[config.mk]
export PLATFORM = sky130hd
export DESIGN_NAME = mult_acc_control_flat
export DESIGN_NICKNAME = d
export VERILOG_FILES = /design/src/rtl/mult_pkg.sv /design/src/rtl/mult_acc_control_if.sv /design/src/rtl/sumador_cout.sv /design/src/rtl/mult_acc_control.sv /design/src/flat_wrapper.sv
export SDC_FILE = /design/constraint.sdc
export NUM_CORES = 1
export LEC_CHECK = 0
export CORE_MARGIN = 1.5
export CORE_UTILIZATION = 54
export CTS_BUF_LIST = sky130_fd_sc_hd__clkbuf_4 sky130_fd_sc_hd__clkbuf_8
export DETAILED_ROUTE_END_ITERATION = 7
export PLACE_DENSITY = 0.88
export SLEW_MARGIN = 20
export SYNTH_ARGS = -nofsm -noshare
export SYNTH_HDL_FRONTEND = slang
export SYNTH_SLANG_ARGS = --single-unit
[constraint.sdc]
create_clock -name clk -period 2.5 [get_ports clk]
set_input_delay 0.25 -clock clk [delete_from_list [all_inputs] [get_ports clk]]
set_output_delay 0.25 -clock clk [all_outputs]
set_load 0.03 [all_outputs]
[src/rtl/mult_pkg.sv]
// Shared types and helpers for the shift-add multiplier accumulator/control stage.
package mult_pkg;

    typedef enum logic [1:0] {
        IDLE = 2'd0,
        LOAD = 2'd1,
        RUN  = 2'd2,
        DONE = 2'd3
    } mult_state_t;

    // Iteration counter width; one spare bit over $clog2 so BITS-1 always fits.
    function automatic int unsigned cnt_width(input int unsigned bits);
        return $clog2(bits) + 1;
    endfunction

endpackage

[src/rtl/mult_acc_control_if.sv]
// Handshake and Q-register link for mult_acc_control.
// Optional MULT_DONE_HOLD_EN adds the ack input.
interface mult_acc_control_if #(
    parameter int unsigned BITS = 8
);
    logic            start;
    logic [BITS-1:0] M;
    logic            q0;
    logic            q_ls;
    logic            q_en;
    logic            q_d;
    logic [BITS-1:0] a_out;
    logic            busy;
    logic            done;
`ifdef MULT_DONE_HOLD_EN
    logic            ack;

    modport master (
        output start, M, q0, ack,
        input  q_ls, q_en, q_d, a_out, busy, done
    );

    modport slave (
        input  start, M, q0, ack,
        output q_ls, q_en, q_d, a_out, busy, done
    );
`else
    modport master (
        output start, M, q0,
        input  q_ls, q_en, q_d, a_out, busy, done
    );

    modport slave (
        input  start, M, q0,
        output q_ls, q_en, q_d, a_out, busy, done
    );
`endif
endinterface

[src/rtl/sumador_cout.sv]
// BITS-wide unsigned adder; the extra MSB of sum is the carry-out.
module sumador_cout #(
    parameter int unsigned BITS = 8
) (
    input  logic [BITS-1:0] a,
    input  logic [BITS-1:0] b,
    output logic [BITS:0]   sum
);

    // Zero-extend both operands so the carry lands in sum[BITS].
    always_comb begin
        sum = {1'b0, a} + {1'b0, b};
    end

endmodule

[src/rtl/mult_acc_control.sv]
// Accumulator (A) and control stage of the sequential shift-add multiplier.
// Drives the external Q shift register and consumes its serial LSB (q0).
// Each RUN cycle adds M (when q0=1) and right-shifts {C,A,Q} in one step;
// the product is {a_out, Q}. Optional macro: MULT_DONE_HOLD_EN (done held
// until ack).
module mult_acc_control
    import mult_pkg::*;
#(
    parameter int unsigned BITS = 8
) (
    input logic               clk,
    input logic               rst,
    mult_acc_control_if.slave bus
);

    localparam int unsigned     CW   = cnt_width(BITS);
    localparam logic [CW-1:0]   LAST = CW'(BITS - 1);

    mult_state_t     state;
    logic [BITS-1:0] a_reg;
    logic [BITS-1:0] m_reg;
    logic [CW-1:0]   cnt;
    logic [BITS:0]   add_sum;
    logic [BITS:0]   sum;

    sumador_cout #(.BITS(BITS)) u_add (
        .a   (a_reg),
        .b   (m_reg),
        .sum (add_sum)
    );

    // Partial-product select; the carry C is sum[BITS], consumed the same
    // cycle as A's new MSB, so it never needs its own register.
    always_comb begin
        sum = bus.q0 ? add_sum : {1'b0, a_reg};
    end

    // State sequencing plus the A/M/counter datapath registers.
    always_ff @(posedge clk or posedge rst) begin
        if (rst) begin
            state <= IDLE;
            a_reg <= '0;
            m_reg <= '0;
            cnt   <= '0;
        end else begin
            case (state)
                IDLE: begin
                    if (bus.start) begin
                        m_reg <= bus.M;
                        a_reg <= '0;
                        cnt   <= '0;
                        state <= LOAD;
                    end
                end
                LOAD: begin
                    state <= RUN;
                end
                RUN: begin
                    a_reg <= sum[BITS:1];
                    cnt   <= cnt + CW'(1);
                    if (cnt == LAST) begin
                        state <= DONE;
                    end
                end
                DONE: begin
`ifdef MULT_DONE_HOLD_EN
                    if (bus.ack) begin
                        state <= IDLE;
                    end
`else
                    state <= IDLE;
`endif
                end
                default: begin
                    state <= IDLE;
                end
            endcase
        end
    end

    // Moore-style control outputs; q_d alone follows q0 combinationally.
    always_comb begin
        bus.q_en = 1'b0;
        bus.q_ls = 1'b0;
        bus.q_d  = 1'b0;
        bus.busy = 1'b0;
        bus.done = 1'b0;
        case (state)
            LOAD: begin
                bus.q_en = 1'b1;
                bus.busy = 1'b1;
            end
            RUN: begin
                bus.q_en = 1'b1;
                bus.q_ls = 1'b1;
                bus.busy = 1'b1;
                bus.q_d  = sum[0];
            end
            DONE: begin
                bus.done = 1'b1;
            end
            default: begin
            end
        endcase
    end

    assign bus.a_out = a_reg;

endmodule

[src/flat_wrapper.sv]
// flat-port wrapper written by rule: the top's interface ports become plain ports
module mult_acc_control_flat import mult_pkg::*;
#(
    parameter int unsigned BITS = 8
)
  (clk, rst, bus_start, bus_M, bus_q0, bus_q_ls, bus_q_en, bus_q_d, bus_a_out, bus_busy, bus_done);
  mult_acc_control_if #(.BITS(BITS)) bus_i ();
  input logic clk;
  input logic rst;
  input wire logic [$bits(bus_i.start)-1:0] bus_start;
  input wire logic [$bits(bus_i.M)-1:0] bus_M;
  input wire logic [$bits(bus_i.q0)-1:0] bus_q0;
  output wire logic [$bits(bus_i.q_ls)-1:0] bus_q_ls;
  output wire logic [$bits(bus_i.q_en)-1:0] bus_q_en;
  output wire logic [$bits(bus_i.q_d)-1:0] bus_q_d;
  output wire logic [$bits(bus_i.a_out)-1:0] bus_a_out;
  output wire logic [$bits(bus_i.busy)-1:0] bus_busy;
  output wire logic [$bits(bus_i.done)-1:0] bus_done;
  assign bus_i.start = bus_start;
  assign bus_i.M = bus_M;
  assign bus_i.q0 = bus_q0;
  assign bus_q_ls = bus_i.q_ls;
  assign bus_q_en = bus_i.q_en;
  assign bus_q_d = bus_i.q_d;
  assign bus_a_out = bus_i.a_out;
  assign bus_busy = bus_i.busy;
  assign bus_done = bus_i.done;
  mult_acc_control #(.BITS(BITS)) u_core (.clk(clk), .rst(rst), .bus(bus_i));
endmodule
==> out/metrics.cfg <==
[worst_setup_path]
slowest_stage=clkdlybuf4s50_1
path_buf_inv=2
critPathKind=reg -> out
reg2reg_slack_ns=0.51
start_kind=flip-flop
r2r-end=u_core.bus.a_out[5]
critical_path_arrival_ns=2.12
required_ns=2.25
reg2regPathDepth=8
cpPeakStageDelay_ns=0.71
endpoint_kind=output port
path_delay_family=buffers and inverters
worst_r2r_startpoint=u_core.bus.a_out[0]
cp_cell_sequence=inv_1 > ha_1 > nor2b_1 > clkdlybuf4s50_1
path_max_fanout=12

[final_layout]
drive_above_1_share=0.109
final_cell_mix=24 x clkdlybuf4s50_1, 22 x dfrtp_1, 13 x nand2_1
nets=182
antenna_cells=0
layout_commonest_cell=clkdlybuf4s50_1
n_fill_cell=189
area_growth_pct=20.8

[placed_design]
dp_hpwl_um=2090
gp_congestion=0.866
io_buffers=24

[detailed_routing]
ant_nets=0
num_vias=1095
drc=0
via_per_inst=5.95
dr.pass1.iters=4
routed_wl_um=2840
wl_per_cell_um=15.4
drtIter0Drc=27

[grt]
use_met2=0.406
grt_pass1_wl_um=5040
busiest_layer=met2
grt_util_met1=0.312
grt_max_degree=23
use_met3=0.0395
antenna_found_initial=0
grt_use_total=0.246
grt_pass1_vias=1129
grt.overflow.total=0

[synthesis]
synth_mux_area_frac=0.103
synth_fa_ha_area_frac=0.126
syn-mean-instance-area_sq_um=10.2
synth_edf_count=0
synth_cell_types=40
synthArstFlopShare=1.00
ys_ff_latch=22
syn_area_sq_um=1360
synthCells=133
syn_nets=158
synth_top_family_by_area=compound AO/OA/AOI/OAI gates
synth_xor_area_frac=0.00646
ys_warn_count=0
synthSimpleGateAreaFrac=0.141
ys_seq_area_frac=0.406
ys.flop_type=dfrtp_1
synth-compound-area-share=0.170

[power]
switchingPower_mw=0.955
power.leakage_nw=0.749
p_comb_frac=0.613
switching_share=0.452
p_clk_frac=0.097
internal-power_mw=1.16
seqPwrFrac=0.290
ir_worst_vdd_mv=1.17
power.total_mw=2.11
pwr_density_cell_nw_per_um2=1290

[clocking]
clkLatencyLatePin_ns=0.32
cts_max_level=1
root_buffer=clkbuf_4
cts_hold_buffers=0
clk_pin_slew_ns=0.13
cts_tree=yes
clock_sinks=22
clk_path_buf_depth=2
post_cts_resized=0
post_cts_buffers=0
cts_made_buffers=3

[die]
die_w_um=53.1
initial_core_util=0.590
fp.dieH_um=53.1
io_pins=25
die-area_sq_um=2820
core_area_sq_um=2300
num_rows=17

[sta]
worst_pin_slew_ns=0.834
setup_viol=0
drv_slew=0
period_needed_ns=2.37
hold_viol=0
fin_worst_skew_ns=0.0106
finalSetupTns_ns=0
period_share=0.949
fmax_mhz=422
rsz0062_at_grt=no
slew_headroom=0.443

[min_path]
hp-class=in -> async

[run_status]
status=finished, final reports clean

[run]
max_cap_viol_count=0

-- power by group through the flow --
stage               sequential [mW]  clock, mW  combinational [mW]
finish                        0.613      0.204                1.30
global route                  0.634      0.222                1.42
CTS                           0.612      0.206                1.29
detailed placement            0.621          0                1.28
global placement              0.607          0                1.24
floorplan                     0.665          0               0.892
-- area by class of cell --
class | count | area, sq um | area share
sequential | 22 | 551 | 0.336
timing repair buffer | 25 | 248 | 0.151
inverter | 7 | 26.3 | 0.0161
clock buffer | 4 | 36.3 | 0.0222
multi-input combinational | 98 | 741 | 0.453
tap | 28 | 35.0 | 0.0214
-- kinds of logic after synthesis --
kind of cell / count (synthesis)
buffers and inverters: 13
AO/OA/AOI/OAI: 34
adder cells (fa/ha/maj): 13
AND/OR/NAND/NOR: 37
XOR/XNOR: 1
flip-flops: 22
multiplexers: 13
-- worst reg2reg max path: stages, from the launching register on --
cell and delay, ns:
dfrtp_1 0.43, ha_1 0.21, inv_1 0.06, fa_1 0.38
nor2b_1 0.24, o31a_1 0.20, o22ai_1 0.13, mux2i_1 0.18
nand2_1 0.06
-- cell usage after synthesis (all sizes together), types with 2 or more instances --
cell,number,area [sq um]
o21a,2,15.0
nor3,4,20.0
o21ai,12,63.8
and2,2,12.5
buf,5,33.8
a22o,2,17.5
a21o,2,15.0
mux2i,5,50.1
o31a,2,17.5
a32oi,2,17.5
a21oi,4,20.0
dfrtp,22,551
and3,2,12.5
mux2,8,90.1
inv,7,26.3
nor2b,4,25.0
ha,12,150
nor2,2,7.51
nand2,13,48.8
nand3,2,10.0
nand4,4,25.0
-- worst max-delay path by stage --
stage                         from                   to  slack [ns]  cells past startpoint
6_report           u_core.state[0]              bus_q_d        0.13                      4
5_1_grt            u_core.state[0]              bus_q_d        0.07                      4
4_1_cts            u_core.state[0]              bus_q_d        0.15                      4
3_5_place_dp                bus_q0              bus_q_d        0.45                      4
3_3_place_gp                bus_q0              bus_q_d        0.46                      4
2_1_floorplan  u_core.bus.a_out[4]  u_core.bus.a_out[6]        0.59                      6
-- per-stage QoR --
step	util	std cells	instance area, sq um	hold WS (ns)	setup slack [ns]
6_report	0.712	184	1640	0.379	0.128
5_1_grt	0.712	184	1640	0.486	0.0713
4_1_cts	0.712	184	1640	0.424	0.148
3_5_place_dp	0.697	180	1600	0.495	0.454
3_3_place_gp	0.697	180	1600	0.478	0.461
2_1_floorplan	-	133	1360	0.239	0.590
-- routing by layer --
layer,routed length (um),up-vias
met1,1290,525
met5,0,-
li1,-,533
met2,1370,31
met4,41,0
met3,134,6
(Power assumes the default switching activity.)
